## config.mk

```make
export PLATFORM = sky130hd
export DESIGN_NAME = regfile_wb_sched
export DESIGN_NICKNAME = d
export VERILOG_FILES = /design/src/rtl/regsched_pkg.sv /design/src/rtl/regsched_fifo.sv /design/src/rtl/regfile_wb_sched.sv
export SDC_FILE = /design/constraint.sdc
export NUM_CORES = 1
export LEC_CHECK = 0
export CORE_MARGIN = 10
export CORE_UTILIZATION = 40
export CTS_BUF_LIST = sky130_fd_sc_hd__clkbuf_4
export DETAILED_ROUTE_END_ITERATION = 16
export HOLD_SLACK_MARGIN = 0.05
export PLACE_DENSITY = 0.64
export SYNTH_ARGS = -nofsm -noshare
export SYNTH_HDL_FRONTEND = slang
export SYNTH_HIERARCHICAL = 1
export SYNTH_SLANG_ARGS = --single-unit
```

## constraint.sdc

```tcl
create_clock -name clk -period 7.04 [get_ports clk]
set_clock_uncertainty 0.2 [all_clocks]
set_input_delay 1.056 -clock clk [delete_from_list [all_inputs] [get_ports clk]]
set_output_delay 1.056 -clock clk [all_outputs]
set_load 0.02 [all_outputs]
```

## src/rtl/regsched_pkg.sv

```systemverilog
// Shared types for the register-file write-port scheduler: default widths,
// grant-source encoding and the buffered writeback request.
package regsched_pkg;

    localparam int unsigned DEF_DW = 32;
    localparam int unsigned DEF_AW = 5;

    typedef enum logic [1:0] {
        GNT_NONE = 2'd0,
        GNT_PIPE = 2'd1,
        GNT_FIFO = 2'd2
    } gnt_e;

    typedef struct packed {
        logic [DEF_AW-1:0] regnum;
        logic [DEF_DW-1:0] data;
    } wb_req_t;

endpackage

```

## src/rtl/regsched_fifo.sv

```systemverilog
// Small synchronous FIFO holding MDU results until they win the register-file
// write port. Head is visible combinationally; DEPTH must be a power of 2, >= 2.
module regsched_fifo
    import regsched_pkg::*;
#(
    parameter int unsigned DEPTH = 2,
    parameter int unsigned WIDTH = $bits(wb_req_t)
) (
    input  logic             clk,
    input  logic             rst,
    input  logic             push,
    input  logic [WIDTH-1:0] wdata,
    input  logic             pop,
    output logic             full,
    output logic             empty,
    output logic [WIDTH-1:0] head
);

    localparam int unsigned PW = $clog2(DEPTH);

    logic [WIDTH-1:0] mem_q [DEPTH];
    logic [PW:0]      wptr_q, wptr_d;
    logic [PW:0]      rptr_q, rptr_d;
    logic             push_ok, pop_ok;

    // Extra pointer bit distinguishes full from empty when the indices match.
    assign empty = (wptr_q == rptr_q);
    assign full  = (wptr_q[PW] != rptr_q[PW]) && (wptr_q[PW-1:0] == rptr_q[PW-1:0]);
    assign head  = mem_q[rptr_q[PW-1:0]];

    assign push_ok = push && !full;
    assign pop_ok  = pop && !empty;

    always_comb begin
        wptr_d = wptr_q;
        rptr_d = rptr_q;
        if (push_ok) wptr_d = wptr_q + 1'b1;
        if (pop_ok)  rptr_d = rptr_q + 1'b1;
    end

    always_ff @(posedge clk) begin
        if (rst) begin
            wptr_q <= '0;
            rptr_q <= '0;
        end else begin
            wptr_q <= wptr_d;
            rptr_q <= rptr_d;
        end
    end

    always_ff @(posedge clk) begin
        if (push_ok) mem_q[wptr_q[PW-1:0]] <= wdata;
    end

endmodule

```

## src/rtl/regfile_wb_sched.sv

```systemverilog
// Shares the register file's single write port between pipeline writeback and
// buffered MDU results. Optional macro REGSCHED_ZERO_GUARD_EN suppresses r0 writes.
module regfile_wb_sched
    import regsched_pkg::*;
#(
    parameter int unsigned DW         = regsched_pkg::DEF_DW,
    parameter int unsigned AW         = regsched_pkg::DEF_AW,
    parameter int unsigned FIFO_DEPTH = 2,
    parameter int unsigned MAX_WAIT   = 4
) (
    input  logic          clk,
    input  logic          rst,
    input  logic          PipeWe,
    input  logic [AW-1:0] PipeRegNum,
    input  logic [DW-1:0] PipeData,
    input  logic          MdValid,
    output logic          MdReady,
    input  logic [AW-1:0] MdRegNum,
    input  logic [DW-1:0] MdData,
    input  logic          IssueValid,
    input  logic [AW-1:0] IssueRegNum,
    input  logic [AW-1:0] R1Num,
    input  logic [AW-1:0] R2Num,
    input  logic [AW-1:0] DecDestNum,
    input  logic          DecDestValid,
    output logic          Stall,
    output logic          PipeHold,
    output logic          RegWrite,
    output logic [AW-1:0] WbRegNum,
    output logic [DW-1:0] WbData
);

    localparam int unsigned NR  = 1 << AW;
    localparam int unsigned WCW = $clog2(MAX_WAIT) + 1;

    gnt_e           gnt;
    wb_req_t        md_req, fifo_head, wb_req;
    logic           fifo_full, fifo_empty, fifo_push, fifo_pop;
    logic [NR-1:0]  busy_q, busy_d;
    logic [WCW-1:0] wait_q, wait_d;
    logic           hold_q, hold_d;

    always_comb begin
        md_req        = '0;
        md_req.regnum = MdRegNum;
        md_req.data   = MdData;
    end

    regsched_fifo #(
        .DEPTH(FIFO_DEPTH),
        .WIDTH($bits(wb_req_t))
    ) u_fifo (
        .clk  (clk),
        .rst  (rst),
        .push (fifo_push),
        .wdata(md_req),
        .pop  (fifo_pop),
        .full (fifo_full),
        .empty(fifo_empty),
        .head (fifo_head)
    );

    assign MdReady = !fifo_full;

`ifdef REGSCHED_ZERO_GUARD_EN
    // r0 results are accepted but never buffered.
    assign fifo_push = MdValid && !fifo_full && !rst && (MdRegNum != '0);
`else
    assign fifo_push = MdValid && !fifo_full && !rst;
`endif

    // A forced hold gives the FIFO head the port and ignores the pipeline request.
    always_comb begin
        gnt = GNT_NONE;
        if (hold_q && !fifo_empty) begin
            gnt = GNT_FIFO;
        end else if (PipeWe && !hold_q) begin
            gnt = GNT_PIPE;
        end else if (!fifo_empty) begin
            gnt = GNT_FIFO;
        end
    end

    always_comb begin
        wb_req = '0;
        if (gnt == GNT_FIFO) begin
            wb_req = fifo_head;
        end else begin
            wb_req.regnum = PipeRegNum;
            wb_req.data   = PipeData;
        end
    end

    assign fifo_pop = (gnt == GNT_FIFO) && !rst;
    assign WbRegNum = wb_req.regnum;
    assign WbData   = wb_req.data;

`ifdef REGSCHED_ZERO_GUARD_EN
    assign RegWrite = !rst && (gnt != GNT_NONE) && (wb_req.regnum != '0);
`else
    assign RegWrite = !rst && (gnt != GNT_NONE);
`endif

    // Issue after retire so a same-cycle set on the retiring register wins.
    always_comb begin
        busy_d = busy_q;
        if (fifo_pop) busy_d[fifo_head.regnum] = 1'b0;
        if (IssueValid && (IssueRegNum != '0)) busy_d[IssueRegNum] = 1'b1;
        busy_d[0] = 1'b0;
    end

    assign Stall = busy_q[R1Num] | busy_q[R2Num] | (DecDestValid & busy_q[DecDestNum]);

    always_comb begin
        wait_d = (fifo_empty || fifo_pop) ? '0 : wait_q + WCW'(1);
        hold_d = !hold_q && !fifo_empty && !fifo_pop &&
                 ((wait_q + WCW'(1)) == WCW'(MAX_WAIT - 1));
    end

    assign PipeHold = hold_q;

    always_ff @(posedge clk) begin
        if (rst) begin
            busy_q <= '0;
            wait_q <= '0;
            hold_q <= 1'b0;
        end else begin
            busy_q <= busy_d;
            wait_q <= wait_d;
            hold_q <= hold_d;
        end
    end

    // Decode may re-issue a pending register only in the cycle its result retires.
    always_ff @(posedge clk) begin
        if (!rst && IssueValid) begin
            assert (!Stall && (!busy_q[IssueRegNum] ||
                    (fifo_pop && (fifo_head.regnum == IssueRegNum))));
        end
    end

endmodule

```

=== Word-level counts from Yosys, hierarchy flattened ===
Memories as Yosys holds them, arrays and structs flattened. A register that Yosys moved wholly into a read port is not among the register bits.
Index checks and enable logic that the tools add are counted.

* Register bits after elaboration: 40
* Bits in latches: 0
* Bits in writable memories: 74
* Memory bits (read-only): 0
* Input bits: 100
* Output and inout port bits: 41
* Memories kept: 1

{| class="wikitable"
|+ Memory list
! name !! words !! bits a word !! rd ports !! clocked after memory_dff !! write ports !! line !! RTL
|-
| u_fifo.mem_q || 2 || 37 || 1 || 1 || 1 || regsched_fifo.sv:21 || <nowiki>logic [WIDTH-1:0] mem_q [DEPTH];</nowiki>
|}

* Add/subtract/negate cells: 3
* Multiply operators: 0
* Div/mod/pow operators: 0
* Order comparisons: 7
* Equality and inequality tests: 5
* Shifts and indexed selects: 0
* Muxes and demuxes: 20
* Bitwise gates (word level): 6
* Reductions and logical operators: 24

{| class="wikitable"
|+ Operator list
! cell !! count
|-
| $mux W32 || 2
|-
| $mux W37 || 1
|-
| $and A32 B32 Y32 || 1
|-
| $not A32 Y32 || 1
|-
| $or A32 B32 Y32 || 1
|-
| $lt A5 B6 Y1 const B || 5
|-
| $bmux W1 S5 || 3
|-
| $logic_and A1 B1 Y1 || 15
|-
| $demux W1 S5 || 2
|-
| $ge A5 B1 Y1 const B || 2
|-
| $mux W1 || 9
|-
| $mux W2 || 3
|-
| $logic_not A1 Y1 || 5
|-
| $reduce_bool A5 Y1 || 1
|-
| $add A2 B1 Y2 const B || 2
|-
| $add A3 B1 Y3 const B || 1
|-
| $eq A3 B2 Y1 const B || 1
|-
| $eq A2 B2 Y1 || 1
|-
| $eq A2 B2 Y1 const B || 1
|-
| $or A1 B1 Y1 || 2
|-
| $reduce_bool A2 Y1 || 1
|-
| $reduce_or A2 Y1 || 1
|-
| $and A1 B1 Y1 || 1
|-
| $eq A1 B1 Y1 || 1
|-
| other kinds (2) || 2
|}

=== Depth between registers and ports, before layout ===
Gate-level depths: netlist (run 1).

* Word-level depth: 9
* Gate-level depth with buffers: 8
* Mapped depth without buffers: 6

=== By module ===
The synthesis (run 1) kept the hierarchy.

{| class="wikitable"
|+ Modules (own cells, without submodules)
! module !! times used !! cells each !! area an instance (µm²) !! sequential area each (µm²)
|-
| regsched_fifo || 1 || 148 || 2942.8 || 2322.2
|-
| regfile_wb_sched || 1 || 320 || 2788.9 || 700.7
|}

=== Worst setup path before layout (run 1) ===
Ideal clock, no wire load.

* Path kind: input -> register
* Start point: input rst
* End point: memory u_fifo/mem_q[1][0] (netlist name), enable pin
* Setup time: 444 ps
* Data arrival time: 3666 ps
* Setup slack: 2731 ps
* Cell stages on the path: 4
* Buffers on the path: 1
* Cells stage by stage: clkbuf_1 > nor3b_1 > nand2_1 > a21oi_1

* Longest elaborated chain between the ends: 5

{| class="wikitable"
|+ Ends and longest elaborated chain
! item !! line !! RTL
|-
| from (decl) || regfile_wb_sched.sv:12 || <nowiki>input logic rst,</nowiki>
|-
| $logic_not A1 Y1 || - ||
|-
| $logic_and A1 B1 Y1 || regfile_wb_sched.sv:69 || <nowiki>assign fifo_push = MdValid && !fifo_full && !rst;</nowiki>
|-
| net fifo_push || regfile_wb_sched.sv:38 || <nowiki>logic fifo_full, fifo_empty, fifo_push, fifo_pop;</nowiki>
|-
| $logic_and A1 B1 Y1 || regsched_fifo.sv:31 || <nowiki>assign push_ok = push && !full;</nowiki>
|-
| $mux W1 || regsched_fifo.sv:52 || <nowiki>if (push_ok) mem_q[wptr_q[PW-1:0]] <= wdata;</nowiki>
|-
| $mux W1 (not written as such) || regsched_fifo.sv:52 ||
|-
| to (decl) || regsched_fifo.sv:21 ||
|}

The timed path passes the listed nets, and every way through them passes these cells.

=== Worst setup path after layout (run 1) ===
* Start point: input R2Num[1]
* End point: output Stall

* Longest elaborated chain between the ends: 4

{| class="wikitable"
|+ Ends and longest elaborated chain
! item !! line !! RTL
|-
| from (decl) || regfile_wb_sched.sv:23 || <nowiki>input logic [AW-1:0] R2Num,</nowiki>
|-
| $bmux W1 S5 || regfile_wb_sched.sv:112 || <nowiki>assign Stall = busy_q[R1Num] | busy_q[R2Num] | (DecDestValid & busy_q[DecDestNum]);</nowiki>
|-
| $mux W1 (not written as such) || regfile_wb_sched.sv:112 ||
|-
| $or A1 B1 Y1 (2 in series) || regfile_wb_sched.sv:112 ||
|-
| to (decl) || regfile_wb_sched.sv:26 || <nowiki>output logic Stall,</nowiki>
|}

Every way passes these cells. The select of a mux whose other input is x is not followed.

==> results of run 1 <==
registers in the layout, indices dropped and copies added, names as in the netlist, named ones only:
name	cells
u_fifo/wptr_q	2
PipeHold	1
busy_q	31
u_fifo/mem_q	74
u_fifo/rptr_q	2
wait_q	3
area by class of cell:
type,count,share of cell area (%)
diodes,1,0.0329
clock buffers,19,1.87
clock inverters,13,2.50
inverters,3,0.148
multi-input cells,325,34.0
flip-flops and latches,114,39.7
well taps,180,2.96
repair buffers,144,18.8
stage by stage:
step / worst slack (ns) / area (sq um) / util, % / hold WS (ns) / power (uW)
floorplan: 2.73 / 5730 / - / 0.217 / 896
detailed placement: 2.01 / 7280 / 52.2 / 0.247 / 1030
finish: 2.01 / 7610 / 54.6 / 0.262 / 1570
global route: 1.84 / 7610 / 54.6 / 0.288 / 1640
CTS: 2.00 / 7610 / 54.6 / 0.267 / 1590
global placement: 2.04 / 7280 / 52.2 / 0.223 / 1030
report_power, final:
group          total [uW]  internal [uW]  switching (uW)
clock network         557            320             237
logic                 273            146             127
registers             742            733            8.82
worst max-delay path: stages:
cell and delay [ns]:
sky130_fd_sc_hd__clkdlybuf4s50_1 0.95, sky130_fd_sc_hd__mux2_2 0.41, sky130_fd_sc_hd__a221oi_1 0.28, sky130_fd_sc_hd__nor4_1 0.09, sky130_fd_sc_hd__nor4_1 0.29, sky130_fd_sc_hd__nand4_1 0.13, sky130_fd_sc_hd__clkdlybuf4s50_1 0.56
how the worst max path moves through the flow:
stage          depth (start not counted)                  to  slack [ns]  startpoint
2_1_floorplan                          4  u_fifo/mem_q[1][0]        2.73         rst
3_3_place_gp                           7               Stall        2.04    R2Num[1]
3_5_place_dp                           7               Stall        2.01    R2Num[1]
4_1_cts                                7               Stall        2.00    R2Num[1]
5_1_grt                                7               Stall        1.84    R2Num[1]
6_report                               7               Stall        2.01    R2Num[1]
cells in the mapped netlist, drive strengths merged (2+ instances only):
library cell | n | area [sq um]
mux2 | 89 | 1000
edfxtp | 74 | 2220
nand2 | 47 | 176
dfxtp | 40 | 801
a21oi | 38 | 190
o21ai | 33 | 165
nor2 | 19 | 73.8
buf | 15 | 87.6
mux4 | 12 | 297
clkbuf | 11 | 41.3
nor2b | 10 | 62.6
nand2b | 8 | 50.1
mux2i | 7 | 70.1
nor3b | 6 | 45.0
nand3b | 5 | 37.5
nor4 | 5 | 31.3
o22ai | 5 | 31.3
a311oi | 3 | 32.5
and3b | 3 | 26.3
inv | 3 | 11.3
nand3 | 3 | 15.0
nor3 | 3 | 15.0
a2111oi | 2 | 17.5
a211oi | 2 | 15.0
a221oi | 2 | 17.5
and3 | 2 | 12.5
ha | 2 | 25.0
nand4 | 2 | 12.5
nor4b | 2 | 17.5
or3 | 2 | 12.5
xnor2 | 2 | 25.0
xor2 | 2 | 17.5
logic make-up (layout without fill, tap and decap cells):
family | Yosys count | count (layout)
fa+ha+maj | 2 | 2
flops | 114 | 114
other cells | 0 | 1
compound gates | 92 | 92
xor+xnor | 4 | 4
simple gates | 119 | 119
buf+inv | 29 | 179
mux | 108 | 108
routing by layer:
layer  vias up  GRT usage (%)  part of all wire, %
met2       198           24.3                   46
met3        25           8.37                   11
met1      2047           17.9                   41
met5         -              0                    0
li1       2057              -                    -
met4         0           5.98                  1.9
==> summary by stage, run 1 <==
Logic synthesis
The most frequently used flop master after synthesis is sky130_fd_sc_hd__edfxtp_1. In this run, distinct cell masters in the synthesized netlist total between 40 and 50. The count of flip-flops with a built-in enable after synthesis is 74. The synthesized netlist devotes 0.437% of its cell area to adder and majority cells. Of the total synthesized cell area, the portion taken by XOR and XNOR cells is less than 1%. The synthesis-stage register bit count is 114.

The main combinational cell family by area after synthesis is multiplexers. The total standard cell area after synthesis is 5730 sq um. During synthesis, Yosys emitted a total of 6 warnings. After synthesis, the share of cell area in mux cells is 23.9%. After Yosys synthesis, and, or, nand and nor cells account for about a tenth of the synthesized area. Averaged over all synthesized cells, the footprint is approximately 12 sq um. The post-synthesis async set-or-reset flop share is 0%. The synthesized netlist devotes a little under a tenth of its cell area to compound gates. Sequential cells were found to cover between 50 and 60% of the synthesized design area. The number of nets produced by synthesis is 570. The cell count after synthesis came out at about 470.

Clock network
After clock tree synthesis, the flow added hold-fix buffers numbering 0. The number of post-CTS setup repair buffers is 0. The tree is rooted in a sky130_fd_sc_hd__clkbuf_4.

Buffers inserted during clock tree synthesis total 17. The CTS tree is done. The H-tree depth is 4.

The TritonCTS sink count is approximately 110. The clock transition at the register clock pins on the worst setup and hold paths after CTS is approximately 0.09 ns. Clock latency on the worst-skew pair, taken at its later pin, is ~0.5 ns.

The maximum clock path buffer count is 2. In this run, post-CTS repair resized a total of 0 instances.

Floorplanning
The die covers 19500 sq um. The total area inside the core boundary comes to ~14000 sq um. After floorplanning, the core was divided into 43 placement rows. The die is between 100 and 150 um tall. 141 I/O pins were placed. The chip width is 140 um.

The effective utilization at floorplan is a little over 40%.

Worst setup path
The startpoint type of the worst setup path is a primary input. For the worst setup path, the data arrival time is 3.77 ns. The critical path is of the primary input to output pin type.

The reg2reg setup slack is 3.97 ns. The kind of capture point of the worst setup path is an output pin. The required time at the endpoint of the critical path is slightly below 6 ns. The origin of the critical flop-to-flop path is u_fifo/rptr_q[0]. The number of cells on the worst reg-to-reg path is 6. The endpoint identified for the worst register-to-register timing path is u_fifo/mem_q[1][27].

Along the worst path, the maximum fanout reaches 17.

Routing
For this block, the routed nets add up to 15700 um of wire. The number of antenna-violating nets in the routed design is 0. Summing over every cut layer, the via total after detailed routing is around 4.3k. After detailed routing, the number of remaining DRC violations is 0. The average wire length per cell after detail routing is slightly below 20 um. For this run, the detailed router's first-pass iteration total came to 5. The routed via count divided by cell count is 5.42.

The violation count after the first detailed-route iteration is roughly 310.

Placed design
The count of placed standard cells including taps is around 770. The number of I/O port buffers is 140. The placer's final routability congestion estimate is 0.911. Once detailed placement completed, the half-perimeter wirelength came to ~12000 um.

Worst hold path
The worst hold path cell count is 1. The critical hold path startpoint is wait_q[0]. The terminating pin of the worst hold path is wait_q[0]. The type of the most critical hold path is flop to flop.

GRT
The number of global-route vias before repair is 4624. The remaining global-route overflow is 0. The number of antenna violations at the first check in global routing is 2. The aggregate global-route resource usage is 15.7%. The first-pass GRT wire length is between 20000 and 25000 um. Entering global routing, the biggest net connects a little over 40 pins.

Final layout
The most frequent standard cell in the layout excluding fill and tap cells is sky130_fd_sc_hd__clkdlybuf4s50_1. Summing all flip-flop and latch instances after layout gives just over 3000 sq um. Cells with a size suffix above 1 make up a little over a fifth of the layout. In the final layout, the multi-input gates occupy around 2600 sq um. The area growth from synthesis to layout is 32.8%. The number of fill cells is ~1.2k. Once layout is complete, the cells apart from fillers number approximately 800. For this run, the post-layout net count is about 710. The top cell types in the final layout, fill and taps aside, are 140 x sky130_fd_sc_hd__clkdlybuf4s50_1, 89 x sky130_fd_sc_hd__mux2_2, 74 x sky130_fd_sc_hd__edfxtp_1.

Timing
The maximum clock frequency is about 200 MHz. The max-slew violation count came to 0. The post-layout minimum cycle time is 5.03 ns. Setup repair after global routing left no endpoint under its margin. The number of setup violations in the final report is 0. The worst slew margin relative to its limit is 29.6%.

The total negative slack for setup checks is 0 ns. The slew at the pin closest to its max-slew limit is between 1 and 1.5 ns. Of the available clock period, the critical path in the final layout requires between 70% and 80%. The final hold violation count is 0.

Job
The tool flagged a number of max-cap violations equal to 0.

Power and ir drop
The largest voltage drop on the vdd net is about 120 uV. The analysis attributes to cell leakage a power of between 0.002 and 0.003 uW. Dividing total power by cell area gives a power density of between 200 and 250 nW/um^2.

Outcome
The run finished with clean final reports.
Power figures use the tool's default switching activity.
==> run 2, diff against run 1 <==
==> constraint.sdc (replaced) <==
create_clock -name clk -period 5.1 [get_ports clk]
set_clock_uncertainty 0.2 [all_clocks]
set_input_delay 0.765 -clock clk [delete_from_list [all_inputs] [get_ports clk]]
set_output_delay 0.765 -clock clk [all_outputs]
set_load 0.02 [all_outputs]
==> summary by stage, run 2 (same netlist as run 1, synthesis figures left out) <==
Routing
The number of antenna-violating nets in the routed design is 0 (unchanged). The average wire length per cell after detail routing came to 20.5 um (was 19.6 um). The number of detailed-route iterations in the first pass is 5 (unchanged).

The routed via count divided by cell count came to 5.56 (was 5.42). The violation count after the first detailed-route iteration is 363 (was 309). The via count of the routed design is 4461 (was 4327). The routed wire length was 16500 um (was 15700 um).

The post-route DRC violation count is 0 (unchanged).

GRT
The aggregate global-route resource usage came to 16.5% (was 15.7%). The number of antenna violations at the first check in global routing is 1 (was 2). The pin count of the biggest net entering global routing is 41 (unchanged). The first-pass GRT wire length is 25900 um (was 24800 um). The number of global-route vias before repair is 4756 (was 4624). The remaining global-route overflow came to 0 (unchanged).

Final layout
The number of nets in the final layout is 711 (was 707). Commonest cells after routing, fill and taps aside: 140 x sky130_fd_sc_hd__clkdlybuf4s50_1, 89 x sky130_fd_sc_hd__mux2_2, 74 x sky130_fd_sc_hd__edfxtp_1 (unchanged). The core utilization of the finished layout came to 55.0% (was 54.6%).

The total area of sequential cells is 3020 sq um (unchanged). The synthesis-to-finish area growth came to 33.8% (was 32.8%). The multi-input gate area in the final layout came to 2580 sq um (unchanged). The number of fill cells is 1221 (was 1219). The flip-flop count of the largest register after layout is 74 (unchanged).

The share of layout cells above drive strength 1 is 21.9% (was 21.0%). The number of standard cells in the layout, taps in and fillers out is 803 (was 799). The most frequent standard cell in the layout excluding fill and tap cells is sky130_fd_sc_hd__clkdlybuf4s50_1 (unchanged).

Clock network
The post-cts hold buffer count is 0 (unchanged). The clock transition at the register clock pins on the worst setup and hold paths after CTS is 0.10 ns (was 0.09 ns). The number of post-CTS setup repair buffers was 0 (unchanged). The maximum clock path buffer count is 2 (unchanged). The post-cts sizing count came to 0 (unchanged). The H-tree depth is 4 (unchanged). The root buffer selected by CTS is sky130_fd_sc_hd__clkbuf_4 (unchanged). The TritonCTS buffer count is 17 (unchanged). The CTS tree is done (unchanged). The source-to-sink clock delay at the later pin of the worst-skew pair was 0.49 ns (was 0.50 ns). The TritonCTS sink count is 114 (unchanged).

Floorplanning
The area of the die is 19500 sq um (unchanged). The chip width is 140 um (unchanged). The number of top-level pins came to 141 (unchanged).

The effective utilization at floorplan is 41.1% (unchanged). The floorplan row count is 43 (unchanged). The area inside the core boundary is 13900 sq um (unchanged). The vertical extent of the die was 140 um (unchanged).

Worst setup path
The capture point of the worst reg-to-reg path was u_fifo/mem_q[1][24] (was u_fifo/mem_q[1][27]). Critical-path cell list: clkdlybuf4s50_1 > buf_4 > mux4_2 > nor2_1 > nor3_1 > nor4_1 > nand4_1 > clkdlybuf4s50_1 (was clkdlybuf4s50_1 > mux2_2 > a221oi_1 > nor4_1 > nor4_1 > nand4_1 > clkdlybuf4s50_1). The required time at the endpoint of the critical path came to 4.14 ns (was 5.78 ns). The reg2reg setup slack is 1.94 ns (was 3.97 ns).

The startpoint type of the worst setup path was a primary input (unchanged). The cell occurring most often along the worst timing path is sky130_fd_sc_hd__clkdlybuf4s50_1. The source of the critical timing path was R1Num[2] (was R2Num[1]). The cell at the slowest stage of the critical path is sky130_fd_sc_hd__clkdlybuf4s50_1 (unchanged). The number of cells traversed by the worst register-to-register path is 6 (unchanged). The signal arrival time at the worst endpoint is 3.41 ns (was 3.77 ns). The origin of the critical flop-to-flop path is u_fifo/rptr_q[0] (unchanged). The kind of capture point of the worst setup path is an output pin (unchanged). The worst setup path endpoint is Stall (unchanged). The delay of the slowest critical-path stage came to 0.72 ns (was 0.95 ns).

The worst setup path category was primary input to output pin (unchanged). The maximum fanout along the worst path was 9 (was 17).

Worst hold path
The type of the most critical hold path is flop to flop (unchanged). The critical hold path startpoint is wait_q[0] (unchanged).

Timing
RSZ-0062 raised after global routing: false (unchanged). The number of setup violations in the final report is 0 (unchanged). The final critical path takes up 85.8% of the cycle.

The total negative slack for setup checks came to 0 ns (unchanged). The worst slew margin relative to its limit is 29.0% (was 29.6%). The max-slew violation count is 0 (unchanged). The slew at the pin closest to its max-slew limit is 1.06 ns (was 1.05 ns). Based on the critical path, the design can be clocked at up to about 230 MHz. The worst slack on hold paths is 0.265 ns (was 0.262 ns). The worst setup slack after layout came to 0.724 ns (was 2.01 ns). The final hold violation count was 0 (unchanged).

The worst path needs roughly 4.4 ns of the cycle, external delays included.

Power and ir drop
The largest voltage drop on the vdd net is 177 uV (was 118 uV). The cell area power density was 291 nW/um^2 (was 207 nW/um^2). The leakage power was 0.00264 uW (was 0.00260 uW).

Placed design
The number of I/O port buffers is 140 (unchanged). The worst slack after detailed placement came to 0.780 ns (was 2.01 ns). The count of placed standard cells including taps is 770 (was 766). The detailed-placement wirelength estimate was 12500 um (was 11800 um).

The placer's final routability congestion estimate is 1.03 (was 0.911).

Outcome
Result of the run: finished, final reports clean (unchanged).

Job
The count of max-cap constraint violations was 0 (unchanged).
## run 2: metrics by stage
step                      cell area [sq um]  power, uW
after floorplan                        5730       1240
after global placement                 7310       1420
after detailed placement               7310       1430
after CTS                              7670       2260
after global routing                   7670       2320
final                                  7670       2230
## run 2: final cells by class
class / count / share of cell area (%)
flip-flops and latches: 114 / 39.4
multi-input cells: 325 / 33.7
repair buffers: 148 / 19.1
well taps: 180 / 2.94
clock inverters: 12 / 2.76
clock buffers: 20 / 1.96
inverters: 3 / 0.147
diodes: 1 / 0.0326
## run 2: routing by layer
| layer | part of all wire, % | GRT usage (%) | up-vias |
|---|---|---|---|
| met2 | 48 | 26.3 | 226 |
| met1 | 40 | 19.1 | 2136 |
| li1 | - | - | 2073 |
| met4 | 1.8 | 6.68 | 0 |
| met5 | 0 | 0 | - |
| met3 | 11 | 7.25 | 26 |
## run 2: where the power goes
group / internal, uW / leakage [uW] / total, uW / switching (uW)
logic: 204 / 0.00144 / 379 / 175
clock network: 500 / 0.000196 / 827 / 327
registers: 1010 / 0.00100 / 1030 / 14.9
## run 2: worst max-delay path, delay by kind of cell
family,cells,cell delay (ns)
and+or+nand+nor,4,0.60
buffers and inverters,3,1.52
muxes,1,0.51
## run 2: worst min path at each step
stage / endpoint / slack [ns] / cells after the start
2_1_floorplan: wait_q[0] / 0.22 / 1
3_3_place_gp: wait_q[0] / 0.22 / 1
3_5_place_dp: wait_q[0] / 0.25 / 1
4_1_cts: wait_q[0] / 0.27 / 1
5_1_grt: wait_q[0] / 0.29 / 1
6_report: wait_q[0] / 0.26 / 1
==> run 3, diff against run 2 <==
==> constraint.sdc (replaced) <==
create_clock -name clk -period 4.75 [get_ports clk]
set_clock_uncertainty 0.2 [all_clocks]
set_input_delay 0.7125 -clock clk [delete_from_list [all_inputs] [get_ports clk]]
set_output_delay 0.7125 -clock clk [all_outputs]
set_load 0.02 [all_outputs]
==> summary by stage, run 3 (same netlist as run 1, synthesis figures left out) <==
Clock network
The maximum clock path buffer count is 2 (unchanged). The post-cts sizing count was 0 (unchanged). The source-to-sink clock delay at the later pin of the worst-skew pair is 0.50 ns (was 0.49 ns). The root buffer selected by CTS is sky130_fd_sc_hd__clkbuf_4 (unchanged).

The H-tree depth was 4 (unchanged). The clock transition at the register clock pins on the worst setup and hold paths after CTS is 0.10 ns (about the same). The TritonCTS sink count is 114 (unchanged).

The number of post-CTS setup repair buffers is 0 (unchanged). The TritonCTS buffer count is 17 (unchanged). The post-cts hold buffer count is 0 (unchanged). The CTS tree is done (unchanged).

Worst setup path
The origin of the critical flop-to-flop path is u_fifo/rptr_q[0] (unchanged). The source of the critical timing path is DecDestNum[1] (was R1Num[2]). The worst setup path endpoint is Stall (unchanged). The worst setup path category is primary input to output pin (unchanged). The kind of capture point of the worst setup path is an output pin (unchanged). The maximum fanout along the worst path is 9 (unchanged).

The capture point of the worst reg-to-reg path is u_fifo/mem_q[1][26] (was u_fifo/mem_q[1][24]). The reg2reg setup slack is 1.82 ns (was 1.94 ns). The signal arrival time at the worst endpoint is 3.31 ns (was 3.41 ns). The required time at the endpoint of the critical path came to 3.84 ns (was 4.14 ns). The number of cells traversed by the worst register-to-register path is 6 (unchanged). The startpoint type of the worst setup path is a primary input (unchanged).

GRT
The first-pass GRT wire length was 24800 um (was 25900 um). The remaining global-route overflow came to 0 (unchanged). The number of global-route vias before repair is 4583 (was 4756). The number of antenna violations at the first check in global routing came to 1 (unchanged).

The aggregate global-route resource usage came to 15.8% (was 16.5%). The pin count of the biggest net entering global routing is 41 (unchanged).

Routing
The average wire length per cell after detail routing is 19.9 um (was 20.5 um). The routed wire length is 15900 um (was 16500 um). The routed via count divided by cell count is 5.39 (was 5.56). The post-route DRC violation count is 0 (unchanged). The via count of the routed design came to 4323 (was 4461). The violation count after the first detailed-route iteration was 213 (was 363).

The number of detailed-route iterations in the first pass came to 4 (was 5). The number of antenna-violating nets in the routed design was 0 (unchanged).

Final layout
The most frequent standard cell in the layout excluding fill and tap cells is sky130_fd_sc_hd__clkdlybuf4s50_1 (unchanged). The synthesis-to-finish area growth is 32.9% (was 33.8%). Commonest cells after routing, fill and taps aside: 140 x sky130_fd_sc_hd__clkdlybuf4s50_1, 89 x sky130_fd_sc_hd__mux2_2, 74 x sky130_fd_sc_hd__edfxtp_1 (unchanged). The number of fill cells is 1199 (was 1221).

The share of layout cells above drive strength 1 was 21.6% (was 21.9%). The flip-flop count of the largest register after layout is 74 (unchanged). The core utilization of the finished layout is 54.6% (was 55.0%). The number of nets in the final layout is 710 (was 711). The total area of sequential cells is 3020 sq um (unchanged). The multi-input gate area in the final layout is 2580 sq um (unchanged). The number of standard cells in the layout, taps in and fillers out is 802 (was 803).

Power and ir drop
The internal power came to 1730 uW (was 1720 uW). The cell area power density is 299 nW/um^2 (was 291 nW/um^2). The power share of the combinational group is 17.8% (was 17.0%). The leakage power came to 0.00260 uW (was 0.00264 uW).

The part of the power in the clock network is 34.0% (was 37.0%). The largest voltage drop on the vdd net is 149 uV (was 177 uV). The share of total power consumed by net switching is 24.0% (was 23.2%). The power spent charging and discharging nets was 547 uW (was 517 uW). The power after layout is 2280 uW (was 2230 uW). The share of power burned in registers came to 48.2% (was 46.0%).

Placed design
The placer's final routability congestion estimate is 0.895 (was 1.03). The detailed-placement wirelength estimate is 12000 um (was 12500 um). The number of I/O port buffers is 140 (unchanged). The count of placed standard cells including taps is 769 (was 770).

Timing
The post-layout minimum cycle time is about 4.2 ns. The max-slew violation count was 0 (unchanged). The total negative slack for setup checks is 0 ns (unchanged). The slew at the pin closest to its max-slew limit is 0.980 ns (was 1.06 ns).

The final hold violation count is 0 (unchanged). The worst path uses between 80% and 90% of the clock period. The number of setup violations in the final report is 0 (unchanged).

RSZ-0062 raised after global routing: false (unchanged). The maximum clock frequency is between 200 and 250 MHz. The worst slew margin relative to its limit was 34.5% (was 29.0%).

Floorplanning
The floorplan row count is 43 (unchanged). The chip width is 140 um (unchanged). The vertical extent of the die is 140 um (unchanged).

The area inside the core boundary is 13900 sq um (unchanged). The area of the die came to 19500 sq um (unchanged). The number of top-level pins is 141 (unchanged). The effective utilization at floorplan is 41.1% (unchanged).

Outcome
Result of the run: finished, final reports clean (unchanged).

Job
The count of max-cap constraint violations is 0 (unchanged).

Worst hold path
The worst hold path cell count is 1 (unchanged). The type of the most critical hold path is flop to flop (unchanged).
[run 3: cell count changes in the layout (fill, tap and decap cells not counted)]
cell / before / now
sky130_fd_sc_hd__bufinv_16: 6 / 4
sky130_fd_sc_hd__buf_4: 8 / 7
sky130_fd_sc_hd__clkinvlp_4: 0 / 3
sky130_fd_sc_hd__clkinv_2: 3 / 2
sky130_fd_sc_hd__clkinv_4: 1 / 0
sky130_fd_sc_hd__clkinv_1: 2 / 3
[run 3: routing by layer]
| layer | wire length (um) | global-route usage (%) | vias to the layer above |
|---|---|---|---|
| li1 | - | - | 2067 |
| met3 | 1660 | 7.52 | 29 |
| met1 | 6660 | 18.1 | 2033 |
| met4 | 364 | 7.28 | 0 |
| met5 | 0 | 0 | - |
| met2 | 7250 | 24.6 | 194 |
[run 3: worst min-delay path by stage]
stage                            to  startpoint  slack [ns]
final                     wait_q[0]   wait_q[0]        0.26
after global routing      wait_q[0]   wait_q[0]        0.30
after CTS                 wait_q[0]   wait_q[0]        0.26
after detailed placement  wait_q[0]   wait_q[0]        0.24
after global placement    wait_q[0]   wait_q[0]        0.22
after floorplan           wait_q[0]   wait_q[0]        0.22
[run 3: stage by stage]
step,instance area [sq um],setup WS [ns],hold slack (ns)
after floorplan,5730,0.784,0.217
after global placement,7300,0.563,0.224
after detailed placement,7300,0.529,0.240
after CTS,7610,0.522,0.263
after global routing,7610,0.430,0.299
final,7610,0.525,0.258
[run 3: worst max-delay path: stages]
cell,delay (ns)
sky130_fd_sc_hd__clkdlybuf4s50_1,0.75
sky130_fd_sc_hd__mux4_1,0.62
sky130_fd_sc_hd__mux2_2,0.28
sky130_fd_sc_hd__a2bb2oi_1,0.15
sky130_fd_sc_hd__o311ai_1,0.09
sky130_fd_sc_hd__nand4_1,0.14
sky130_fd_sc_hd__clkdlybuf4s50_1,0.57
[run 3: layout make-up]
type                    instances  share of cell area [%]
diodes                          1                  0.0329
clock buffers                  20                    1.97
clock inverters                12                    2.15
inverters                       3                   0.148
multi-input cells             325                    33.9
flip-flops and latches        114                    39.7
well taps                     180                    2.96
repair buffers                147                    19.1
[run 3: power by group through the flow]
stage          combinational (uW)  clock (uW)  sequential (uW)
5_1_grt                       435         835             1100
6_report                      406         774             1100
3_3_place_gp                  405           0             1120
3_5_place_dp                  407           0             1120
2_1_floorplan                 212           0             1120
4_1_cts                       410         795             1100
